$ cat src/rtl/xalp_axi_to_reg_bridge.sv
// AXI4 responder bridging the xbar peripheral port onto a 32-bit reg bus.
// One beat per reg access, one transaction in flight, INCR/FIXED bursts.
package xalp_axi_pkg;
  localparam int AddrWidth    = 64;
  localparam int AxiDataWidth = 64;
  localparam int RegDataWidth = 32;
  localparam int IdWidth      = 6;

  localparam logic [1:0] BURST_FIXED = 2'b00;
  localparam logic [1:0] BURST_INCR  = 2'b01;
  localparam logic [1:0] BURST_WRAP  = 2'b10;
  localparam logic [1:0] RESP_OKAY   = 2'b00;
  localparam logic [1:0] RESP_SLVERR = 2'b10;

  typedef struct packed {
    logic                      aw_valid;
    logic [IdWidth-1:0]        aw_id;
    logic [AddrWidth-1:0]      aw_addr;
    logic [7:0]                aw_len;
    logic [2:0]                aw_size;
    logic [1:0]                aw_burst;
    logic                      w_valid;
    logic [AxiDataWidth-1:0]   w_data;
    logic [AxiDataWidth/8-1:0] w_strb;
    logic                      w_last;
    logic                      ar_valid;
    logic [IdWidth-1:0]        ar_id;
    logic [AddrWidth-1:0]      ar_addr;
    logic [7:0]                ar_len;
    logic [2:0]                ar_size;
    logic [1:0]                ar_burst;
    logic                      b_ready;
    logic                      r_ready;
  } axi_slv_req_t;

  typedef struct packed {
    logic                    aw_ready;
    logic                    w_ready;
    logic                    ar_ready;
    logic                    b_valid;
    logic [IdWidth-1:0]      b_id;
    logic [1:0]              b_resp;
    logic                    r_valid;
    logic [IdWidth-1:0]      r_id;
    logic [AxiDataWidth-1:0] r_data;
    logic [1:0]              r_resp;
    logic                    r_last;
  } axi_slv_rsp_t;

  typedef struct packed {
    logic                      valid;
    logic                      write;
    logic [AddrWidth-1:0]      addr;
    logic [RegDataWidth-1:0]   wdata;
    logic [RegDataWidth/8-1:0] wstrb;
  } reg_req_t;

  typedef struct packed {
    logic                    ready;
    logic                    error;
    logic [RegDataWidth-1:0] rdata;
  } reg_rsp_t;
endpackage

module xalp_axi_to_reg_bridge
  import xalp_axi_pkg::*;
(
  input  logic         clk_i,
  input  logic         rst_i,
  input  axi_slv_req_t axi_req_i,
  output axi_slv_rsp_t axi_rsp_o,
  output reg_req_t     reg_req_o,
  input  reg_rsp_t     reg_rsp_i
);

  typedef enum logic [2:0] {
    IDLE, WR_DATA, WR_REG, WR_B, RD_REG, RD_R
  } state_e;

  state_e                  state_q;
  logic                    prio_wr_q;
  logic [IdWidth-1:0]      id_q;
  logic [AddrWidth-1:0]    addr_q;
  logic [7:0]              len_q;
  logic [7:0]              cnt_q;
  logic [2:0]              size_q;
  logic [1:0]              burst_q;
  logic                    err_q;
  logic                    w_ready_q;
  logic                    b_valid_q;
  logic [1:0]              b_resp_q;
  logic                    r_valid_q;
  logic [AxiDataWidth-1:0] r_data_q;
  logic [1:0]              r_resp_q;
  logic                    r_last_q;
  logic                    reg_valid_q;
  logic                    reg_write_q;
  logic [RegDataWidth-1:0] reg_wdata_q;
  logic [3:0]              reg_wstrb_q;

  logic                 idle;
  logic                 pick_aw;
  logic                 pick_ar;
  logic                 aw_hs;
  logic                 ar_hs;
  logic                 w_hs;
  logic                 reg_hs;
  logic                 b_hs;
  logic                 r_hs;
  logic                 legal;
  logic                 ar_legal;
  logic                 last_beat;
  logic                 beat_err;
  logic [AddrWidth-1:0] addr_nxt;
  logic                 unused_w_last;

  assign unused_w_last = axi_req_i.w_last;

  assign idle    = (state_q == IDLE);
  assign pick_aw = axi_req_i.aw_valid
                 & (~axi_req_i.ar_valid | prio_wr_q);
  assign pick_ar = axi_req_i.ar_valid
                 & (~axi_req_i.aw_valid | ~prio_wr_q);
  assign aw_hs   = idle & pick_aw;
  assign ar_hs   = idle & pick_ar;
  assign w_hs    = w_ready_q & axi_req_i.w_valid;
  assign reg_hs  = reg_valid_q & reg_rsp_i.ready;
  assign b_hs    = b_valid_q & axi_req_i.b_ready;
  assign r_hs    = r_valid_q & axi_req_i.r_ready;

  assign legal    = (size_q <= 3'd2) & (burst_q != BURST_WRAP);
  assign ar_legal = (axi_req_i.ar_size <= 3'd2)
                  & (axi_req_i.ar_burst != BURST_WRAP);
  assign last_beat = (cnt_q == len_q);
  assign beat_err  = err_q | reg_rsp_i.error;
  assign addr_nxt  = (burst_q == BURST_FIXED) ? addr_q
                   : addr_q + (64'd1 << size_q);

  // Drive AXI response channels from registered state
  always_comb begin
    axi_rsp_o          = '0;
    axi_rsp_o.aw_ready = aw_hs;
    axi_rsp_o.ar_ready = ar_hs;
    axi_rsp_o.w_ready  = w_ready_q;
    axi_rsp_o.b_valid  = b_valid_q;
    axi_rsp_o.b_id     = id_q;
    axi_rsp_o.b_resp   = b_resp_q;
    axi_rsp_o.r_valid  = r_valid_q;
    axi_rsp_o.r_id     = id_q;
    axi_rsp_o.r_data   = r_data_q;
    axi_rsp_o.r_resp   = r_resp_q;
    axi_rsp_o.r_last   = r_last_q;
  end

  // Reg bus request is held in flops; addr is the live beat address
  always_comb begin
    reg_req_o       = '0;
    reg_req_o.valid = reg_valid_q;
    reg_req_o.write = reg_write_q;
    reg_req_o.addr  = addr_q;
    reg_req_o.wdata = reg_wdata_q;
    reg_req_o.wstrb = reg_wstrb_q;
  end

  // Transaction FSM: arbitration, beat sequencing and response generation
  always_ff @(posedge clk_i) begin
    if (rst_i) begin
      state_q     <= IDLE;
      prio_wr_q   <= 1'b1;
      id_q        <= '0;
      addr_q      <= '0;
      len_q       <= '0;
      cnt_q       <= '0;
      size_q      <= '0;
      burst_q     <= '0;
      err_q       <= 1'b0;
      w_ready_q   <= 1'b0;
      b_valid_q   <= 1'b0;
      b_resp_q    <= RESP_OKAY;
      r_valid_q   <= 1'b0;
      r_data_q    <= '0;
      r_resp_q    <= RESP_OKAY;
      r_last_q    <= 1'b0;
      reg_valid_q <= 1'b0;
      reg_write_q <= 1'b0;
      reg_wdata_q <= '0;
      reg_wstrb_q <= '0;
    end else begin
      unique case (state_q)
        IDLE: begin
          if (aw_hs | ar_hs) begin
            cnt_q <= '0;
            err_q <= 1'b0;
            if (axi_req_i.aw_valid & axi_req_i.ar_valid)
              prio_wr_q <= ~prio_wr_q;
          end
          if (aw_hs) begin
            id_q      <= axi_req_i.aw_id;
            addr_q    <= axi_req_i.aw_addr;
            len_q     <= axi_req_i.aw_len;
            size_q    <= axi_req_i.aw_size;
            burst_q   <= axi_req_i.aw_burst;
            w_ready_q <= 1'b1;
            state_q   <= WR_DATA;
          end else if (ar_hs) begin
            id_q    <= axi_req_i.ar_id;
            addr_q  <= axi_req_i.ar_addr;
            len_q   <= axi_req_i.ar_len;
            size_q  <= axi_req_i.ar_size;
            burst_q <= axi_req_i.ar_burst;
            if (ar_legal) begin
              reg_valid_q <= 1'b1;
              reg_write_q <= 1'b0;
              state_q     <= RD_REG;
            end else begin
              r_valid_q <= 1'b1;
              r_data_q  <= '0;
              r_resp_q  <= RESP_SLVERR;
              r_last_q  <= (axi_req_i.ar_len == 8'd0);
              state_q   <= RD_R;
            end
          end
        end
        WR_DATA: begin
          if (w_hs) begin
            reg_wdata_q <= addr_q[2] ? axi_req_i.w_data[63:32]
                                     : axi_req_i.w_data[31:0];
            reg_wstrb_q <= addr_q[2] ? axi_req_i.w_strb[7:4]
                                     : axi_req_i.w_strb[3:0];
            if (legal) begin
              w_ready_q   <= 1'b0;
              reg_valid_q <= 1'b1;
              reg_write_q <= 1'b1;
              state_q     <= WR_REG;
            end else begin
              err_q <= 1'b1;
              if (last_beat) begin
                w_ready_q <= 1'b0;
                b_valid_q <= 1'b1;
                b_resp_q  <= RESP_SLVERR;
                state_q   <= WR_B;
              end else begin
                cnt_q  <= cnt_q + 8'd1;
                addr_q <= addr_nxt;
              end
            end
          end
        end
        WR_REG: begin
          if (reg_hs) begin
            reg_valid_q <= 1'b0;
            reg_write_q <= 1'b0;
            err_q       <= beat_err;
            if (last_beat) begin
              b_valid_q <= 1'b1;
              b_resp_q  <= beat_err ? RESP_SLVERR : RESP_OKAY;
              state_q   <= WR_B;
            end else begin
              cnt_q     <= cnt_q + 8'd1;
              addr_q    <= addr_nxt;
              w_ready_q <= 1'b1;
              state_q   <= WR_DATA;
            end
          end
        end
        WR_B: begin
          if (b_hs) begin
            b_valid_q <= 1'b0;
            state_q   <= IDLE;
          end
        end
        RD_REG: begin
          if (reg_hs) begin
            reg_valid_q <= 1'b0;
            r_valid_q   <= 1'b1;
            r_data_q    <= {reg_rsp_i.rdata, reg_rsp_i.rdata};
            r_resp_q    <= reg_rsp_i.error ? RESP_SLVERR : RESP_OKAY;
            r_last_q    <= last_beat;
            state_q     <= RD_R;
          end
        end
        RD_R: begin
          if (r_hs) begin
            if (last_beat) begin
              r_valid_q <= 1'b0;
              r_last_q  <= 1'b0;
              state_q   <= IDLE;
            end else begin
              cnt_q  <= cnt_q + 8'd1;
              addr_q <= addr_nxt;
              if (legal) begin
                r_valid_q   <= 1'b0;
                r_last_q    <= 1'b0;
                reg_valid_q <= 1'b1;
                reg_write_q <= 1'b0;
                state_q     <= RD_REG;
              end else begin
                r_data_q <= '0;
                r_resp_q <= RESP_SLVERR;
                r_last_q <= (cnt_q + 8'd1 == len_q);
              end
            end
          end
        end
        default: state_q <= IDLE;
      endcase
    end
  end

endmodule

$ cat config.mk
export PLATFORM = sky130hd
export DESIGN_NAME = xalp_axi_to_reg_bridge
export DESIGN_NICKNAME = d
export VERILOG_FILES = /design/src/rtl/xalp_axi_to_reg_bridge.sv
export SDC_FILE = /design/constraint.sdc
export NUM_CORES = 1
export LEC_CHECK = 0
export BUFFER_PORTS_ARGS = -buffer_cell sky130_fd_sc_hd__buf_4
export CORE_AREA = 4 4 181 183
export DETAILED_ROUTE_END_ITERATION = 16
export DIE_AREA = 0 0 185 187
export GPL_TIMING_DRIVEN = 0
export PLACE_DENSITY = 0.73
export SETUP_SLACK_MARGIN = 0.4
export SYNTH_ARGS = -nofsm -noshare
export SYNTH_HDL_FRONTEND = slang
export SYNTH_SLANG_ARGS = --single-unit
export TNS_END_PERCENT = 10
$ cat constraint.sdc
create_clock -name clk_i -period 4.35 [get_ports clk_i]
set_clock_uncertainty 0.2 [all_clocks]
set_input_delay 0.2175 -clock clk_i [delete_from_list [all_inputs] [get_ports clk_i]]
set_output_delay 0.2175 -clock clk_i [all_outputs]
set_load 0.05 [all_outputs]
==> flow_summary.ini, run 1 <==
[route]
antenna_left = 0
dr.pass1.iters = 7
drc_errors = 0
vias = 14822
via_per_inst = 5.88
wl_um = 60600
wl_per_cell_um = 24.0
drt-initial-drc-count = 1401

[setup_path]
crit_type = flop to flop
start_kind = flop
endpoint_kind = flop
worstPathArrival_ps = 4040
rr_startpoint = size_q[1]
crit_required_ps = 4480
path_cells = clkbuf_1, and2_1, nor2b_1, ha_1, nand4_1, a21o_1, a211oi_1, a21oi_1, o31a_1
r2r_slack_ps = 440
rr_worst_depth = 9
crit_fanout = 9
slowest_delay_ps = 1070
cp_slowest_cell = a211oi_1
critPathTopFamily = compound AO/OA/AOI/OAI gates
worst_r2r_endpoint = addr_q[25]
cp.buffers_inverters = 1

[sta]
max_slew_margin_pct = 13.3
whs_ps = 1.79
finalSetupViolCount = 0
report.final.slew_viol_count = 0
rsz0062_at_grt = true
fin_crit_ps = 3910
hold_viol = 0
setup_tns_ps = 0
min_period_over_period_pct = 89.8
worst_slew_pin_slew_ps = 1290
max_freq_ghz = 0.256

[synth]
synth_edf_count = 0
synth.yosys.seq_area_share_pct = 31.3
synth.avg_cell_area_um2 = 7.46
syn_area_um2 = 11000
yosys.area.top_type = dfxtp_1
synthDistinctLibCells = 87
synth_warnings = 0
netlist_instances = 1472
synth_area_leaders = dfxtp_1, nand2_1, a21oi_1
yosysTopAreaCellShare_pct = 31.3
synth-seq-cells = 172
synthArstFlopShare_pct = 0
ys.flop_type = dfxtp_1

[power_and_ir_drop]
leakagePower_nw = 7.06
p_per_area_nw_per_um2 = 668
ir_drop_mv = 0.510

[final_layout]
area_delta_synth_final_pct = 55.5
nets = 2395
drive_gt1_share_pct = 27.9
antenna_cells = 0
post-route-util_pct = 54.7
finalInstanceArea_um2 = 17100

[grt]
grt_pass1_vias = 14622
overflow = 0
grtUsageTotal_pct = 33.0
grt_max_degree = 19
antenna_found_initial = 1
grt_pass1_wl_um = 88500

[hold_path]
hold_path_depth = 3
min_from = axi_req_i[148]
hold_class = primary input to flop
whs_endpoint = reg_wdata_q[21]

[die]
start_util_pct = 35.2
dieArea_um2 = 34600
rows = 65
ios = 468
core_um2 = 31200
die-height_um = 187
die_w_um = 185

[clock_tree]
clk_pin_slew_ps = 80
htree_levels = 4
clockBufferDepth = 2
cts_tree = built
clock-sinks = 172
post_cts_buffers = 0
insertion_delay_ps = 440
cts_root_buf = clkbuf_16
cts_buffers = 17

[placement]
routabilityCongestion = 1.01
dp_hpwl_um = 44300
postPlaceCellArea_um2 = 15000
io_buffers = 463

[run]
maxCapViolCount = 0

[status]
status = finished, final reports clean
-- worst min-delay path, cell delays in order --
cell and delay (ps):
buf_4 110, mux2i_1 160, a211oi_1 100
-- area by class of cell --
type,count,area (um^2)
fillers,2944,14100
multi-input cells,1120,6660
repair buffers,613,4980
flip-flops and latches,172,3440
plain buffers,160,823
well taps,402,503
clock buffers,17,425
clock inverters,15,174
inverters,21,78.8
-- cells by family (layout without fill, tap and decap cells) --
logic type	Yosys count	in the layout	share of synthesized area, %
other cells	1	2	0.0341
xor+xnor	23	23	1.83
fa+ha+maj	10	10	1.21
simple gates	630	630	28.6
mux	51	51	4.68
flops	172	172	31.3
buf+inv	181	826	8.21
compound gates	404	404	24.0
-- cell usage in the layout, fill, tap and decap left out, types with 18 or more instances in the layout --
cell type | synthesis | routed
a21oi_1 | 138 | 138
a211oi_1 | 55 | 53
mux2i_1 | 48 | 48
a31oi_1 | 24 | 24
inv_1 | 20 | 20
nand3_1 | 83 | 83
buf_4 | 51 | 514
dfxtp_1 | 172 | 172
buf_2 | 19 | 19
o21ai_0 | 26 | 26
and3_1 | 18 | 18
clkbuf_1 | 81 | 81
o21ai_1 | 25 | 25
nand2b_1 | 37 | 37
nor2_1 | 116 | 116
nor3_1 | 50 | 50
nand4_1 | 32 | 32
dlygate4sd3_1 | 0 | 150
nor4_1 | 25 | 24
nand2_1 | 191 | 191
-- report_power, final --
group	internal [mW]	leakage [nW]	switching, mW
logic	2.28	5.37	5.00
registers	1.97	1.40	0.554
clock network	0.824	0.289	0.786
-- registers in the layout, summed over array words and instances (netlist names) --
name         count
addr_q          64
b_resp_q         1
b_valid_q        1
burst_q          2
cnt_q            8
err_q            1
id_q             6
len_q            8
prio_wr_q        1
r_data_q        32
r_last_q         1
r_resp_q         1
r_valid_q        1
reg_valid_q      1
reg_wdata_q     32
reg_write_q      1
reg_wstrb_q      4
size_q           3
state_q          3
w_ready_q        1
-- metal layers --
layer	track usage [%]	vias to the layer above	routed length, um
met5	0	-	13
met1	40.5	6881	23000
met3	9.39	245	6540
li1	-	6660	-
met2	52.5	1034	27300
met4	17.1	2	3710
-- through the flow --
stage               total power, mW  worst slack [ps]  std cells
finish                         11.4               444       2520
global route                   11.9               263       2520
CTS                            11.2               469       2520
detailed placement             9.35               482       2338
global placement               9.31               457       2338
floorplan                      6.75              1390       1473
-- synthesized netlist by cell type, drive strengths merged, types with 5 or more instances --
cell type,number
and4,10
o2bb2ai,5
a21oi,138
nor4,27
buf,79
xnor2,10
a31oi,24
nor2,116
nor2b,6
xor2,13
clkbuf,81
mux2i,48
dfxtp,172
or3,12
or2,5
a2111oi,10
a311oi,16
ha,9
o21ai,52
inv,21
or4,14
nand2b,37
a221oi,5
o211ai,15
a21o,12
o22ai,12
nor3b,6
a211o,5
nand2,191
a211oi,56
nor3,50
and3,18
nand4,34
nand3,86
o31ai,7
o311ai,6
-- timing repair --
| action | in CTS | in global routing |
|---|---|---|
| endpoints found under the hold margin | 96 | 0 |
| hold buffers | 150 | 0 |
| gates resized for setup | 0 | 2 |
| endpoints found under the setup margin | 0 | 14 |
-- how the worst max path moves through the flow --
| stage | from | endpoint | slack (ps) | cells after the start |
|---|---|---|---|---|
| finish | size_q[1] | addr_q[25] | 440 | 9 |
| global route | size_q[1] | addr_q[25] | 260 | 9 |
| CTS | size_q[1] | addr_q[35] | 470 | 10 |
| detailed placement | size_q[1] | addr_q[37] | 480 | 9 |
| global placement | size_q[1] | addr_q[37] | 460 | 9 |
| floorplan | size_q[0] | addr_q[50] | 1390 | 9 |
(Power assumes the default switching activity.)
==> run 2: changes to the inputs <==
CELL_PAD_IN_SITES_DETAIL_PLACEMENT = 0   (was unset)
CELL_PAD_IN_SITES_GLOBAL_PLACEMENT = 2   (was unset)
CORE_AREA = unset   (was 4 4 181 183)
CORE_MARGIN = 4   (was unset)
CORE_UTILIZATION = 26   (was unset)
DIE_AREA = unset   (was 0 0 185 187)
PLACE_DENSITY = 0.93   (was 0.73)
clock period = 4.22 ns   (was 4.35 ns; I/O delays follow)
==> run 2 against run 1 <==
Against the previous run:
- final area up 2.3%
- flip-flop and latch count is the same
- worst setup slack worse by 27 ps
- die area rose by 32%
- sequential share of layout area fell by 0.45 points
- highest routed layer is now met4
- count of clock-buffer cells in the layout up 4
- power increased by 4.5%
- combinational power is 4.7% higher
- non-clock buffer count is 20 higher
- maximum frequency rose by 2.7%
- cell count grew 6.3%
==> flow_summary.ini, run 2 (same netlist as run 1, synthesis figures left out) <==
[run]
maxCapViolCount = 0

[final_layout]
largest_reg_flops = 64
regArea_um2 = 3440
nets = 2415
drive_gt1_share_pct = 27.7
final_common_cell = buf_4
final_cell_mix = buf_4, nand2_1, dfxtp_1
top_regs = addr_q: 64 flops, r_data_q: 32 flops, reg_wdata_q: 32 flops
instances_no_fill = 2678
top_register = addr_q
area_delta_synth_final_pct = 59.1
multiInputGateArea_um2 = 6680
post-route-util_pct = 41.8
nFillCells = 4257

[setup_path]
crit_fanout = 9
slowest_delay_ps = 640
start_kind = flop
crit_type = flop to flop
cp_slowest_cell = or4_1
worstPathArrival_ps = 3980
cp.buffers_inverters = 1
rr_worst_depth = 9
crit_required_ps = 4390
critPathTopFamily = simple AND/OR/NAND/NOR gates
crit_cells = 9
path_cells = clkbuf_1, and2_1, nor2b_1, ha_1, nand4_1, a211oi_2, o21ai_1, or4_1, a31oi_1
endpoint_kind = flop

[route]
dr.pass1.iters = 6
wl_um = 61700
drt-initial-drc-count = 1321
drc_errors = 0
vias = 14376
antenna_left = 0
wl_per_cell_um = 23.1
via_per_inst = 5.37

[sta]
max_slew_margin_pct = 19.0
fin_crit_ps = 3800
setup_tns_ps = 0
finalSetupViolCount = 0
report.final.slew_viol_count = 0
max_freq_ghz = 0.263
rsz0062_at_grt = true
min_period_over_period_pct = 90.1
worst_slew_pin_slew_ps = 1210
setup_ws_ps = 417
hold_viol = 0

[clock_tree]
cts_root_buf = clkbuf_16
htree_levels = 4
clock-sinks = 172
clockBufferDepth = 2
cts_tree = built
post_cts_buffers = 0
cts_buffers = 17
clk_pin_slew_ps = 80
insertion_delay_ps = 450

[grt]
busiest_layer = met2
grtUsageTotal_pct = 25.4
grt_use_met3_pct = 6.57
antenna_found_initial = 0
use_met2_pct = 41.0
grt_max_degree = 17
overflow = 0
grt.met1_usage_pct = 33.2
grt_pass1_vias = 13846
grt_pass1_wl_um = 87000

[hold_path]
hold_path_depth = 3
hold_class = primary input to flop

[die]
rows = 75
die_w_um = 214
start_util_pct = 26.3
dieArea_um2 = 45600
ios = 468
die-height_um = 214
core_um2 = 41900

[placement]
dp_cells = 2475
dp_hpwl_um = 46900
routabilityCongestion = 0.967
io_buffers = 463
post-place-ws_ps = 214

[power_and_ir_drop]
leakagePower_nw = 7.16
ir_drop_mv = 0.542
p_per_area_nw_per_um2 = 682

[status]
status = finished, final reports clean
==> run 2: changes by cell type in the layout (fill, tap and decap cells not counted), moves of 2 or more <==
cell / previous run / this run
dlygate4sd3_1: 150 / 170
inv_8: 5 / 1
clkbuf_8: 0 / 3
clkinv_8: 2 / 0
==> run 2: path summary, 6_finish.rpt <==
path                        from  slack [ps]            to
hold reg to reg     r_data_q[32]         280  r_data_q[32]
setup reg to reg       size_q[1]         420    addr_q[37]
setup / recovery       size_q[1]         420    addr_q[37]
hold / removal    axi_req_i[162]          20     size_q[0]
==> run 2: timing repair <==
action                                  4_1_cts  5_1_grt
endpoints found under the setup margin        7       40
hold buffers                                170        0
gates resized for setup                       1        6
pin swaps                                     0        0
hold endpoints to repair                    106        0
==> run 2: tightest hold or removal path: stages <==
cell     delay, ps
buf_4           80
o22ai_1        140
nor3_1         190
==> run 2: power breakdown <==
group / internal (mW) / switching (mW) / leakage [nW]
combinational: 2.37 / 5.25 / 5.46
clock: 0.930 / 0.778 / 0.288
sequential: 2.03 / 0.562 / 1.40
==> run 2: through the flow <==
step	instance area (um^2)	power (mW)	hold WS, ps
3_5_place_dp	15100	9.86	276
2_1_floorplan	11000	6.96	163
5_1_grt	17500	12.4	5.97
6_report	17500	11.9	20.2
4_1_cts	17500	11.8	0.400
3_3_place_gp	15100	9.82	271
==> run 2: metal layers <==
layer  routed length (um)  share of wire (%)
met1                25400                 41
met2                28800                 47
met5                    0                  0
met4                 1920                3.1
met3                 5600                9.1
==> run 2: layout make-up <==
type / count / share of cell area, %
timing repair buffer: 633 / 29.6
inverter: 21 / 0.451
clock inverter: 11 / 0.766
antenna: 1 / 0.0143
sequential: 172 / 19.7
tap: 539 / 3.86
buffer: 160 / 4.72
clock buffer: 21 / 2.69
multi-input combinational: 1120 / 38.2
